## src/rtl/mc_control.sv

```systemverilog
// mc_control: multi-cycle MIPS main control unit.
// Walks each instruction through FETCH/DECODE/EXEC/(MULW)/MEM/WB, with a TRAP
// state for illegal opcodes, writes to $0 and data-memory timeouts.
// Optional feature macro: MC_CONTROL_MUL_EN enables the multi-cycle mul opcode
// (0x1c) together with the MULW state and its counter.
module mc_control #(
    parameter int MUL_CYCLES  = 4,
    parameter int MEM_TIMEOUT = 15
) (
    input  logic        clk,
    input  logic        rst,
    input  logic        instr_valid,
    input  logic [5:0]  opcode,
    input  logic        dest_zero,
    input  logic        mem_ready,
    input  logic        exc_ack,
    output logic        ir_write,
    output logic        pc_write,
    output logic        pc_write_cond,
    output logic        mem_req,
    output logic        mem_we,
    output logic        reg_write,
    output logic [10:0] control_signal,
    output logic        exception,
    output logic [1:0]  exc_cause,
    output logic [2:0]  state
);

    typedef enum logic [2:0] {
        S_FETCH  = 3'd0,
        S_DECODE = 3'd1,
        S_EXEC   = 3'd2,
        S_MULW   = 3'd3,
        S_MEM    = 3'd4,
        S_WB     = 3'd5,
        S_TRAP   = 3'd6
    } state_t;

    localparam logic [5:0] OP_RTYPE = 6'h00;
    localparam logic [5:0] OP_J     = 6'h02;
    localparam logic [5:0] OP_BEQ   = 6'h04;
    localparam logic [5:0] OP_BNE   = 6'h05;
    localparam logic [5:0] OP_ADDI  = 6'h08;
    localparam logic [5:0] OP_MUL   = 6'h1c;
    localparam logic [5:0] OP_LH    = 6'h21;
    localparam logic [5:0] OP_LW    = 6'h23;
    localparam logic [5:0] OP_SH    = 6'h29;
    localparam logic [5:0] OP_SW    = 6'h2b;

    localparam logic [1:0] CAUSE_NONE    = 2'd0;
    localparam logic [1:0] CAUSE_ILLEGAL = 2'd1;
    localparam logic [1:0] CAUSE_ZERO_WR = 2'd2;
    localparam logic [1:0] CAUSE_TIMEOUT = 2'd3;

    // Timeout counter holds "MEM cycles already spent"; it must be able to
    // represent MEM_TIMEOUT itself.
    localparam int             MCW       = $clog2(MEM_TIMEOUT + 1);
    localparam logic [MCW-1:0] MEM_LIMIT = MCW'(MEM_TIMEOUT);
    localparam bit             MUL_MULTI = (MUL_CYCLES > 1);

    state_t         state_q, state_d;
    logic [5:0]     opcode_q, opcode_d;
    logic [10:0]    ctrl_q, ctrl_d;
    logic           exc_q, exc_d;
    logic [1:0]     cause_q, cause_d;
    logic [MCW-1:0] mem_cnt_q, mem_cnt_d;
    logic [MCW-1:0] mem_elapsed;
    logic [10:0]    dec_word;
    logic           is_mul;

`ifdef MC_CONTROL_MUL_EN
    // MULW lasts MUL_CYCLES-1 cycles: counter runs 0 .. MUL_CYCLES-2.
    localparam logic [3:0] MUL_LAST = 4'((MUL_CYCLES > 1) ? (MUL_CYCLES - 2) : 0);
    logic [3:0] mul_cnt_q, mul_cnt_d;
    assign is_mul = (opcode_q == OP_MUL);
`else
    assign is_mul = 1'b0;
`endif

    // Opcode to control word:
    // [10] jump [9] branch [8] mem_read [7] mem_write [6] mem_to_reg
    // [5:4] alu_op/size [3] illegal [2] alu_src [1] reg_write [0] reg_dst
    function automatic logic [10:0] decode_op(input logic [5:0] op);
        logic [10:0] w;
        case (op)
            OP_RTYPE:       w = 11'b00000100011;
`ifdef MC_CONTROL_MUL_EN
            OP_MUL:         w = 11'b00000100011;
`endif
            OP_J:           w = 11'b10000010000;
            OP_BEQ, OP_BNE: w = 11'b01000010000;
            OP_LW:          w = 11'b00101000110;
            OP_LH:          w = 11'b00101110110;
            OP_SW:          w = 11'b00010000100;
            OP_SH:          w = 11'b00010110100;
            OP_ADDI:        w = 11'b00000000110;
            default:        w = 11'b00000001000;
        endcase
        return w;
    endfunction

    assign dec_word = decode_op(opcode_q);

    // Next-state, control word, trap flag and counter updates.
    always_comb begin
        state_d     = state_q;
        opcode_d    = opcode_q;
        ctrl_d      = ctrl_q;
        exc_d       = exc_q;
        cause_d     = cause_q;
        mem_cnt_d   = '0;
        mem_elapsed = mem_cnt_q + MCW'(1);
`ifdef MC_CONTROL_MUL_EN
        mul_cnt_d   = '0;
`endif
        case (state_q)
            S_FETCH: begin
                if (instr_valid) begin
                    opcode_d = opcode;
                    state_d  = S_DECODE;
                end
            end
            S_DECODE: begin
                ctrl_d = dec_word;
                if (opcode_q == OP_J) begin
                    state_d = S_FETCH;
                end else if (dec_word[3]) begin
                    state_d = S_TRAP;
                    exc_d   = 1'b1;
                    cause_d = CAUSE_ILLEGAL;
                end else if (dec_word[1] && dest_zero) begin
                    state_d = S_TRAP;
                    exc_d   = 1'b1;
                    cause_d = CAUSE_ZERO_WR;
                end else begin
                    state_d = S_EXEC;
                end
            end
            S_EXEC: begin
                if (ctrl_q[9]) begin
                    state_d = S_FETCH;
                end else if (ctrl_q[8] || ctrl_q[7]) begin
                    state_d = S_MEM;
                end else if (is_mul && MUL_MULTI) begin
                    state_d = S_MULW;
                end else begin
                    state_d = S_WB;
                end
            end
`ifdef MC_CONTROL_MUL_EN
            S_MULW: begin
                if (mul_cnt_q == MUL_LAST) begin
                    state_d = S_WB;
                end else begin
                    mul_cnt_d = mul_cnt_q + 4'd1;
                end
            end
`endif
            S_MEM: begin
                // A response in the cycle the count reaches the limit still wins.
                if (mem_ready) begin
                    state_d = ctrl_q[7] ? S_FETCH : S_WB;
                end else if (mem_elapsed == MEM_LIMIT) begin
                    state_d = S_TRAP;
                    exc_d   = 1'b1;
                    cause_d = CAUSE_TIMEOUT;
                end else begin
                    mem_cnt_d = mem_elapsed;
                end
            end
            S_WB: begin
                state_d = S_FETCH;
            end
            S_TRAP: begin
                if (exc_ack) begin
                    state_d = S_FETCH;
                    exc_d   = 1'b0;
                    cause_d = CAUSE_NONE;
                end
            end
            default: begin
                state_d = S_FETCH;
            end
        endcase
    end

    // Per-state strobes decoded from the state register.
    always_comb begin
        ir_write      = 1'b0;
        pc_write      = 1'b0;
        pc_write_cond = 1'b0;
        mem_req       = 1'b0;
        mem_we        = 1'b0;
        reg_write     = 1'b0;
        case (state_q)
            S_FETCH: begin
                ir_write = instr_valid;
                pc_write = instr_valid;
            end
            S_DECODE: pc_write      = (opcode_q == OP_J);
            S_EXEC:   pc_write_cond = ctrl_q[9];
            S_MEM: begin
                mem_req = 1'b1;
                mem_we  = ctrl_q[7];
            end
            S_WB:     reg_write     = 1'b1;
            default: ;
        endcase
    end

    // State and registered outputs; reset returns everything to FETCH/zero.
    always_ff @(posedge clk) begin
        if (rst) begin
            state_q   <= S_FETCH;
            opcode_q  <= '0;
            ctrl_q    <= '0;
            exc_q     <= 1'b0;
            cause_q   <= CAUSE_NONE;
            mem_cnt_q <= '0;
`ifdef MC_CONTROL_MUL_EN
            mul_cnt_q <= '0;
`endif
        end else begin
            state_q   <= state_d;
            opcode_q  <= opcode_d;
            ctrl_q    <= ctrl_d;
            exc_q     <= exc_d;
            cause_q   <= cause_d;
            mem_cnt_q <= mem_cnt_d;
`ifdef MC_CONTROL_MUL_EN
            mul_cnt_q <= mul_cnt_d;
`endif
        end
    end

    assign control_signal = ctrl_q;
    assign exception      = exc_q;
    assign exc_cause      = cause_q;
    assign state          = state_q;

endmodule

```

## config.mk

```make
export PLATFORM = sky130hd
export DESIGN_NAME = mc_control
export DESIGN_NICKNAME = d
export VERILOG_FILES = /design/src/rtl/mc_control.sv
export SDC_FILE = /design/constraint.sdc
export NUM_CORES = 1
export LEC_CHECK = 0
export BUFFER_PORTS_ARGS = -buffer_cell sky130_fd_sc_hd__buf_2
export CAP_MARGIN = 20
export CORE_MARGIN = 3
export CORE_UTILIZATION = 35
export DETAILED_ROUTE_END_ITERATION = 10
export GPL_ROUTABILITY_DRIVEN = 0
export PLACE_DENSITY = 0.66
export SYNTH_ARGS = -nofsm -noshare
export SYNTH_HDL_FRONTEND = slang
export SYNTH_SLANG_ARGS = --single-unit
export TNS_END_PERCENT = 100
```

## constraint.sdc

```tcl
create_clock -name clk -period 1.7 [get_ports clk]
set_input_delay 0.425 -clock clk [delete_from_list [all_inputs] [get_ports clk]]
set_output_delay 0.425 -clock clk [all_outputs]
set_load 0.005 [all_outputs]
```

* After elaboration in Yosys (flattened, before gate mapping)
Index checks and enable logic that the tools add are counted.
W data, S select, Z words.
** Operators by class
- Bitwise gates (word level) :: 1
- Shifts and indexed selects :: 0
- $add $sub $neg :: 1
- Equality and inequality tests :: 21
- Muxes and demuxes :: 32
- Divide/modulo/power cells :: 0
- Magnitude comparators :: 0
- Multiply operators :: 0
- Reduce and logical (&&, ||, !) cells :: 10
** Operators by type and width (count)
- $pmux W11 S8 :: 1
- $mux W3 :: 9
- $eq A6 B6 Y1 const B :: 4
- $pmux W3 S5 :: 1
- $eq A6 B3 Y1 const B :: 2
- $mux W1 :: 12
- $mux W2 :: 6
- $ne A2 B2 Y1 const B :: 5
- $eq A3 B3 Y1 const B :: 3
- $eq A6 B2 Y1 const B :: 1
- $eq A6 B4 Y1 const B :: 1
- $logic_not A6 Y1 :: 1
- $ne A3 B3 Y1 const B :: 2
- $pmux W2 S3 :: 1
- $reduce_and A6 Y1 :: 1
- $add A4 B1 Y4 const B :: 1
- $eq A4 B4 Y1 const B :: 1
- $reduce_or A4 Y1 :: 1
- $eq A3 B1 Y1 const B :: 1
- $eq A3 B2 Y1 const B :: 1
- $logic_not A3 Y1 :: 1
- $pmux W1 S3 :: 1
- $reduce_and A3 Y1 :: 1
- $reduce_bool A3 Y1 :: 1
- 6 further kinds :: 6
** Storage, ports and cells
- Memories kept :: 0
- Memory bits (read-only) :: 0
- Register bits after elaboration :: 27
- Word-level logic and storage cells :: 71
- Output and inout port bits :: 23
- Latch bits :: 0
- Input bits :: 12
- Memory bits (writable) :: 0

* Longest topological paths before layout
Gate-level depths: netlist (run 1).
- Depth after elaboration :: 8
- Gate-level depth with buffers :: 7
- Mapped depth without buffers :: 6

* Worst setup path before layout (run 1)
No wires, ideal clock.
- Path type :: flip-flop to flip-flop
- Start :: register opcode_q[1]
- End :: register cause_q[0] (netlist: exc_cause[0])
- Period minus slack after synthesis :: 1628 ps
- Data required time :: 1628 ps
- Setup slack :: 72 ps
- Arrival :: 1556 ps
- Cell stages (with the launch flop) :: 7
- Setup time :: 72 ps
- Path buffers :: 1
- Cell sequence :: dfxtp_1 > buf_6 > or4b_4 > a31oi_4 > o21ai_2 > o22ai_2 > mux2i_1
** Between the ends
- Cells in the longest elaborated chain, start to end :: 6
- Elaborated cells between the ends (all ways) :: 18
- Those cells by class :: eq/ne (10); mux (4); reduce/logical (4)
** Ends and longest elaborated chain
- start, declared :: line 62 : logic [5:0] opcode_q, opcode_d;
- start signal, assigned :: line 225 : opcode_q <= opcode_d;
- $eq A6 B3 Y1 :: line 85 : case (op)
- $reduce_or A2 Y1 :: line 85
- $pmux W11 S8 :: line 85
- $logic_and A1 B1 Y1 / $mux W2 (equally long branches) :: line 131, 127
- $ne A3 B3 Y1 (no line) / $mux W2 (equally long branches)
- $reduce_and A6 Y1 (no line) / $pmux W2 S3 (equally long branches)
- end signal, assigned :: line 228 : cause_q <= cause_d;
- end, declared :: line 65 : logic [1:0] cause_q, cause_d;
Several ways; a longest one is shown, not always the timed one. The select of a mux whose other input is x is not followed.
A chain may end at the register's enable or synchronous reset.

* Worst setup path after layout (run 1)
- Start :: register opcode_q[1]
- End :: output port pc_write
** Between the ends
- Cells in the longest elaborated chain, start to end :: 2
** Ends and longest elaborated chain
- $eq A6 B2 Y1 :: line 200 : S_DECODE: pc_write = (opcode_q == OP_J);
- $pmux W1 S2 :: line 195 : case (state_q)
- end, declared :: line 18 : output logic pc_write,
No other way between the ends.

==> results.cfg, run 1 <==
[finish]
syn2layout_area_growth_pct = 32.3
antenna_cells = 0
nNetsFinal = 224
fin_cells = 254
fin_util = 0.507
final_cell_mix = buf_2, nor2_1, dfxtp_1, buf_4, a21oi_1
final_common_cell = buf_2
layout-drive-gt1-share = 0.409
fin_area_um2 = 1780

[sta]
relSlewSlack = 0.720
setup_slack_ns = -0.0150
clock_skew_ns = 0.00242
maxClockFrequency_ghz = 0.583
post-route-period-util = 1.01
setup_viol_count_final = 1
rsz0062_at_grt = true
fin_crit_ns = 1.71
final_max_slew_viol_count = 0
whs_ns = 0.388
hold_violations = 0
worst_pin_slew_ns = 0.415

[floorplanning]
die-area_um2 = 4630
num_io_pins = 35
die_width_um = 68.1
core_um2 = 3520
start_util = 0.383
die_height_um = 68.1
num_rows = 21

[detailed_routing]
post-route-drc-count = 0
drtAntennaViolNets = 0
viasPerCell = 5.03
wirelength_mm = 3.38
dr.pass1.iters = 4
vias = 1278
drt_iter0_markers = 42
post_drt_wl_per_cell_um = 13.3

[global_route]
grt_pass1_wl_mm = 5.56
grt_use_total = 0.156
grt_max_degree = 24
grt.overflow.total = 0
grt_pass1_vias = 1258
antenna_found_initial = 0

[clock_network]
cts_made_buffers = 3
ctsRootBufferMaster = clkbuf_8
path_clk_slew_ns = 0.08
clock-sinks = 26
ctsHoldBuffers = 0
clk_latency_ns = 0.26
htreeDepth = 1
cts_tree = built
clockBufferDepth = 2

[yosys]
syn_nets = 173
synth_edf_count = 0
synth-seq-cells = 26
async_flop_share = 0
syn_inst = 159
synth_compound_area_frac = 0.173
synthXorXnorAreaFrac = 0.0130
synth_simple_gate_area_share = 0.281
ys_warn_count = 0
synth_fa_ha_area_frac = 0.0186
synth_cell_type_count = 43
synth_area_per_cell_um2 = 8.48
synth_seq_area_share = 0.386
syn_area_um2 = 1350
synth_top_family_by_area = simple AND/OR/NAND/NOR gates
synthMuxAreaShare = 0.0519
synthFlopType = dfxtp_1

[power_and_ir_drop]
finalPower_w = 0.00172
powerDensity_nw_per_um2 = 966
peakVddDrop_mv = 0.575
cellLeakagePower_nw = 0.790

[placed_design]
dp.cells = 241
portBuffers = 34
placed_area_um2 = 1590
dp_hpwl_mm = 2.40

[setup_path]
cp_cell_sequence = buf_6 > nand4b_1 > nor2_2 > or2_2 > buf_2
endpoint_kind = primary output
cp.required_ns = 1.27
critPathSlowestCell = dfxtp_2
start_kind = register
worst-setup-path-type = register to primary output
cp.arrival_ns = 1.29
cp_num_buf_inv = 2
crit_path_max_fanout = 2
path_delay_family = simple AND/OR/NAND/NOR gates
cp_slowest_stage_delay_ns = 0.34

[run]
drv_cap = 0

[min_path]
hold_class = primary input to register

[outcome]
violations = setup timing
status = finished with violations
per-layer routing:
layer	routed length (um)	global-route usage
met4	57	0.0471
met1	1460	0.178
met3	166	0.0378
met2	1690	0.284
met5	0	0
power breakdown:
group          switching, W  internal (W)  total, W
Combinational      0.000317      0.000322  0.000639
Clock              0.000178      0.000159  0.000337
Sequential        0.0000666      0.000682  0.000748
path summary, 6_finish.rpt:
path                       end         from  slack (ns)  cells after the start
setup / recovery      pc_write  opcode_q[1]       -0.01                      5
hold / removal     opcode_q[5]    opcode[5]        0.39                      3
setup reg to reg  exc_cause[0]  opcode_q[1]           0                      6
hold reg to reg      exception    exception        0.45                      2
repair_timing:
item                                    CTS  global route
endpoints found under the setup margin    4             7
resized for setup                        10            15
hold endpoints to repair                  0             0
gates cloned                              0             0
pin swaps                                 5             6
setup buffers                             7             3
logic make-up (layout without fill, tap and decap cells):
group                      count (synthesis)  count (layout)
and+or+nand+nor                           71              71
adders and majority gates                  2               2
DFF                                       26              26
muxes                                      7               7
xor gates and xnor gates                   2               2
AOI/OAI and AO/OA                         34              34
buffers and inverters                     17              66
layout make-up:
cell class                 instances  area (um^2)
tap                               46         57.6
clock buffer                       3         41.3
inverter                           7         26.3
sequential                        26          537
fill                             355         1740
timing repair buffer              56          353
multi-input combinational        116          769
state kept, by name, summed over array words and instances, names as in the netlist:
name	cells
exception	1
exc_cause	2
state	3
control_signal	10
opcode_q	6
mem_cnt_q	4
Yosys cell counts (2+ instances only):
cell type / n / area, um^2
nand2b_1: 2 / 12.5
dfxtp_1: 26 / 521
and3b_1: 2 / 17.5
nand3_1: 4 / 20.0
ha_1: 2 / 25.0
and3_1: 2 / 12.5
buf_2: 3 / 15.0
a21boi_0: 2 / 15.0
a21oi_1: 14 / 70.1
or2_2: 2 / 12.5
inv_1: 7 / 26.3
o21ai_0: 7 / 35.0
nand4b_1: 2 / 17.5
nor2b_1: 3 / 18.8
buf_6: 3 / 33.8
clkbuf_1: 2 / 7.51
nor3_1: 6 / 30.0
nand2_1: 4 / 15.0
nor2_1: 33 / 124
mux2i_1: 7 / 70.1
and2_2: 2 / 15.0
o2111ai_1: 2 / 17.5
nand3b_1: 2 / 15.0
worst min-delay path, stage by stage:
cell and delay (ns):
buf_2 0.07, mux2i_1 0.05, nor2_1 0.07
metrics by stage:
step / TNS (ns) / setup WS [ns]
CTS: -0.0199 / -0.0199
detailed placement: 0 / 0.0158
finish: -0.0150 / -0.0150
global route: -0.257 / -0.0828
floorplan: 0 / 0.0725
global placement: 0 / 0.0631
Note: power is estimated with default switching activity, not from simulation.
==> run 2: changes to the inputs <==
--- a/config.mk
+++ b/config.mk
@@ -5,6 +5,7 @@
 export SDC_FILE = /design/constraint.sdc
 export NUM_CORES = 1
 export LEC_CHECK = 0
+export ABC_AREA = 1
 export BUFFER_PORTS_ARGS = -buffer_cell sky130_fd_sc_hd__buf_2
 export CAP_MARGIN = 20
 export CORE_MARGIN = 3
==> run 2 against run 1 <==
  * The flow now finishes without violations
  * Sequential cell count stayed put
  * Register-to-register slack better by 0.16 ns
  * Synthesized area is 1.7% lower
  * Cell count is 9.1% higher
  * Count of clock-buffer cells in the layout is 1 higher
  * Routed wire length is 8.5% lower
  * Sequential share of layout area is 1.5 points higher
==> results.cfg, run 2 <==
[outcome]
status = complete, no violations

[setup_path]
path_depth = 6
path_delay_family = flip-flops
crit_top_cell = nand2_2
cp.required_ns = 1.27
endpoint_kind = primary output
cp_num_buf_inv = 2
worst-setup-path-type = register to primary output
crit_path_max_fanout = 6
critPathSlowestCell = dfxtp_4
start_kind = register
cp_slowest_stage_delay_ns = 0.38
r2r_cells = 9
cp_cell_sequence = nor2_4 > nand2_1 > inv_1 > nand2_2 > nand2_2 > buf_2
cp.arrival_ns = 1.22

[yosys]
synth_fa_ha_area_frac = 0.0189
yosys.area.top_type = dfxtp_1
synth_area_per_cell_um2 = 7.09
syn_inst = 187
synth_compound_area_frac = 0.137
yosysMostFrequentCell = nand2_1
synth_top_family_by_area = simple AND/OR/NAND/NOR gates
syn_nets = 201
synth-seq-cells = 26
synthFlopType = dfxtp_1
ys_warn_count = 0
async_flop_share = 0
syn_area_um2 = 1330
synth_cell_type_count = 25
synth_edf_count = 0
synth_seq_area_share = 0.392
synth_top_area_share = 0.392
yosys-top-cells-area = dfxtp_1, nand2_1, a21oi_1
synthMuxAreaShare = 0
synth_common_cells = nand2_1, dfxtp_1, nor2_1
synthXorXnorAreaFrac = 0.00660
synth_simple_gate_area_share = 0.358

[clock_network]
cts_made_buffers = 3
ctsRootBufferMaster = clkbuf_8
ctsHoldBuffers = 0
path_clk_slew_ns = 0.09
cts_tree = built
clockBufferDepth = 2
clk_latency_ns = 0.27
htreeDepth = 1
clock-sinks = 26

[floorplanning]
num_rows = 21
core_um2 = 3490
start_util = 0.380
die_width_um = 67.6
die-area_um2 = 4560
num_io_pins = 35
die_height_um = 67.6

[sta]
fin_crit_ns = 1.64
whs_ns = 0.389
final_max_slew_viol_count = 0
setup_slack_ns = 0.0566
hold_violations = 0
clock_skew_ns = 0.00381
setup_viol_count_final = 0
post-route-period-util = 0.967
maxClockFrequency_ghz = 0.609
relSlewSlack = 0.803
rsz0062_at_grt = true
tns_ns = 0
worst_pin_slew_ns = 0.296

[global_route]
grt_pass1_vias = 1159
use_met3 = 0.0283
grt_util_met1 = 0.209
use_met2 = 0.224
grt_max_degree = 16
grt_use_total = 0.147
grt_pass1_wl_mm = 5.20
grt.overflow.total = 0
busiest_layer = met2
antenna_found_initial = 0

[finish]
multiInputGateArea_um2 = 711
antenna_cells = 0
largest_register_ffs = 10
final_common_cell = nand2_1
fillers = 384
fin_util = 0.485
regArea_um2 = 536
nNetsFinal = 246
syn2layout_area_growth_pct = 27.9
layout-drive-gt1-share = 0.368
final_cell_mix = nand2_1, buf_2, nor2_1, a21oi_1, dfxtp_1

[detailed_routing]
wirelength_mm = 3.10
post_drt_wl_per_cell_um = 11.2
vias = 1316
drt_iter0_markers = 66
post-route-drc-count = 0
viasPerCell = 4.75
drtAntennaViolNets = 0
dr.pass1.iters = 4

[placed_design]
portBuffers = 34
dp_hpwl_mm = 2.36
post-place-ws_ns = 0.162

[power_and_ir_drop]
p_seq_frac = 0.341
clockPowerShare = 0.144
peakVddDrop_mv = 0.523
cellLeakagePower_nw = 0.817
switching_share = 0.422
internal_power_w = 0.00159
switching_power_w = 0.00116
p_comb_frac = 0.515
powerDensity_nw_per_um2 = 1620

[min_path]
hold_class = primary input to register
min_delay_path_depth = 3

[run]
drv_cap = 0
-- run 2: power groups by stage --
stage	registers [W]	clock network (W)	logic (W)
detailed placement	0.000921	0	0.00128
CTS	0.000923	0.000413	0.00134
floorplan	0.000920	0	0.000903
finish	0.000940	0.000396	0.00142
global placement	0.000921	0	0.00126
global route	0.000974	0.000435	0.00161
-- run 2: metrics by stage --
step,instances,instance area [um^2],power [W]
2_1_floorplan,187,1330,0.00182
3_5_place_dp,265,1550,0.00220
4_1_cts,271,1630,0.00268
5_1_grt,277,1700,0.00302
6_report,277,1700,0.00275
3_3_place_gp,265,1550,0.00218
-- run 2: worst paths after layout --
| kind | from | end | slack (ns) |
|---|---|---|---|
| min | opcode[4] | opcode_q[4] | 0.39 |
| min reg2reg | mem_cnt_q[0] | mem_cnt_q[0] | 0.46 |
| max reg2reg | mem_cnt_q[1] | exc_cause[0] | 0.16 |
| max | state[0] | pc_write | 0.06 |
-- run 2: cells by family after synthesis --
group	after synthesis
fa+ha+maj	2
buf+inv	28
simple gates	95
xor+xnor	1
compound gates	35
flops	26
-- run 2: final cells by class --
class	instances	area share
inverter	24	0.0546
timing repair buffer	44	0.145
tap	46	0.0339
clock buffer	4	0.0324
multi-input combinational	133	0.419
sequential	26	0.316
-- run 2: what timing repair did --
action	CTS	global route
setup buffers	2	6
setup endpoints to repair	2	4
gates resized for setup	9	10
pin swaps	2	3
-- run 2: layer usage --
metal,wire (um),up-vias
li1,-,693
met4,17,0
met2,1330,29
met1,1570,592
met3,180,2
met5,0,-
-- run 2: worst register-to-register path, cell delays in order, from the launching register on --
cell and delay [ns]:
dfxtp_1 0.41, ha_1 0.19, xor2_1 0.22, nand2_1 0.07
nor2_1 0.10, nor2_1 0.07, nor2_4 0.14, nand2_2 0.08
o21ai_1 0.12, nor2_1 0.05
==> run 3: changes to the inputs <==
==> constraint.sdc (replaced) <==
create_clock -name clk -period 1.7 [get_ports clk]
set_input_delay 0.425 -clock clk [delete_from_list [all_inputs] [get_ports clk]]
set_output_delay 0.425 -clock clk [all_outputs]
set_load 0.05 [all_outputs]
==> run 3 against run 2 <==
  * Cell count unchanged
  * Core utilization up 2.5 points
  * Register-to-register slack better by 0.02 ns
  * Sequential share of layout area shrank 1.4 points
  * Sequential power up 0.5%
  * Routed wire length increased by 3.9%
  * Critical endpoint unchanged
  * Clock skew barely moved
  * Cell area is 5.2% higher
  * Power is 30% higher
  * Worst setup slack worse by 0.033 ns
  * Non-clock buffer count stayed put
  * Largest power group unchanged
==> results.cfg, run 3 (synthesis results as in run 2) <==
[outcome]
status = complete, no violations

[floorplanning]
core_um2 = 3490
die-area_um2 = 4560
num_io_pins = 35
die_width_um = 67.6
die_height_um = 67.6
start_util = 0.380
num_rows = 21

[sta]
final_max_slew_viol_count = 0
post-route-period-util = 0.986
hold_violations = 0
maxClockFrequency_ghz = 0.597
clock_skew_ns = 0.00413
relSlewSlack = 0.801
worst_pin_slew_ns = 0.299
setup_viol_count_final = 0
fin_crit_ns = 1.68
setup_slack_ns = 0.0240
rsz0062_at_grt = true

[min_path]
min_delay_path_depth = 3
hold_class = primary input to register

[clock_network]
cts_tree = built
clockBufferDepth = 2
path_clk_slew_ns = 0.09
clock-sinks = 26
clk_latency_ns = 0.27
ctsRootBufferMaster = clkbuf_8
htreeDepth = 1
cts_made_buffers = 3

[power_and_ir_drop]
cellLeakagePower_nw = 0.842
peakVddDrop_mv = 1.14
powerDensity_nw_per_um2 = 2000

[finish]
multiInputGateArea_um2 = 746
layout-drive-gt1-share = 0.416
syn2layout_area_growth_pct = 34.6
regArea_um2 = 538
antenna_cells = 0
final_common_cell = nand2_1
final_cell_mix = nand2_1, buf_2, a21oi_1, dfxtp_1, nor2_1
largest_register_ffs = 10
nNetsFinal = 246
fin_util = 0.511
fillers = 353

[global_route]
grt_pass1_vias = 1152
grt_pass1_wl_mm = 5.11
grt_max_degree = 16
antenna_found_initial = 0
grt.overflow.total = 0
grt_use_total = 0.148

[setup_path]
r2r-start = opcode_q[5]
cp.arrival_ns = 1.25
r2r_cells = 10
reg2reg_to = exc_cause[0]
r2r_slack_ns = 0.18
crit_path_max_fanout = 5
worstSetupEndpoint = pc_write
worst-setup-path-type = register to primary output
start_kind = register
cp.required_ns = 1.27
endpoint_kind = primary output
startpoint = state[1]

[detailed_routing]
drt_iter0_markers = 68
wl_met2_mm = 1.39
drtAntennaViolNets = 0
post-route-drc-count = 0
vias = 1302
post_drt_wl_per_cell_um = 11.6
routed.top_layer = met4
dr.pass1.iters = 4
routed-wl-met3_um = 182
wirelength_mm = 3.22
viasPerCell = 4.70
wl_met1_mm = 1.61

[run]
drv_cap = 0

[placed_design]
post-place-ws_ns = 0.0859
portBuffers = 34
dp_hpwl_mm = 2.33
## run 3: area by class of cell
class / count / area share
Clock buffer: 3 / 0.0231
Clock inverter: 1 / 0.0168
Inverter: 24 / 0.0533
Multi-Input combinational cell: 133 / 0.418
Sequential cell: 26 / 0.301
Tap cell: 46 / 0.0322
Timing Repair Buffer: 44 / 0.156
## run 3: critical path, cell delays in order, from the launching register on
cell,delay [ns]
dfxtp_4,0.38
inv_4,0.07
nand2_2,0.07
nor2_4,0.15
nand2_4,0.08
nand2_2,0.08
buf_8,0.14
## run 3: worst min path at each step
| stage | start | endpoint |
|---|---|---|
| after floorplan | mem_cnt_q[0] | mem_cnt_q[0] |
| after global placement | control_signal[5] | control_signal[5] |
| after detailed placement | exception | exception |
| after CTS | opcode[0] | opcode_q[0] |
| after global routing | opcode[5] | opcode_q[5] |
| final | opcode[0] | opcode_q[0] |
## run 3: timing repair
item	in CTS	in global routing
cloned	0	0
hold buffers	0	0
setup buffers	4	3
resized for setup	15	18
setup endpoints to repair	4	10
pin swaps	2	4
## run 3: through the flow
step | power (W) | std cells | hold WS [ns] | instance area (um^2) | setup TNS, ns
final | 0.00357 | 277 | 0.390 | 1790 | 0
after global routing | 0.00381 | 277 | 0.383 | 1790 | -0.0243
after CTS | 0.00345 | 274 | 0.386 | 1720 | 0
after detailed placement | 0.00279 | 266 | 0.452 | 1580 | 0
after global placement | 0.00279 | 266 | 0.452 | 1580 | 0
after floorplan | 0.00240 | 187 | 0.452 | 1350 | 0
## run 3: power breakdown
group	internal (W)	switching (W)	total, W	leakage, nW
logic	0.000672	0.00143	0.00210	0.590
registers	0.000795	0.000150	0.000945	0.217
clock network	0.000315	0.000203	0.000519	0.0357
total	0.00178	0.00178	0.00357	0.842
## run 3: routing by layer
layer  vias up  GRT usage
met2        43      0.226
met1       567      0.209
met5         -          0
met4         0     0.0532
met3         2     0.0250
li1        690          -
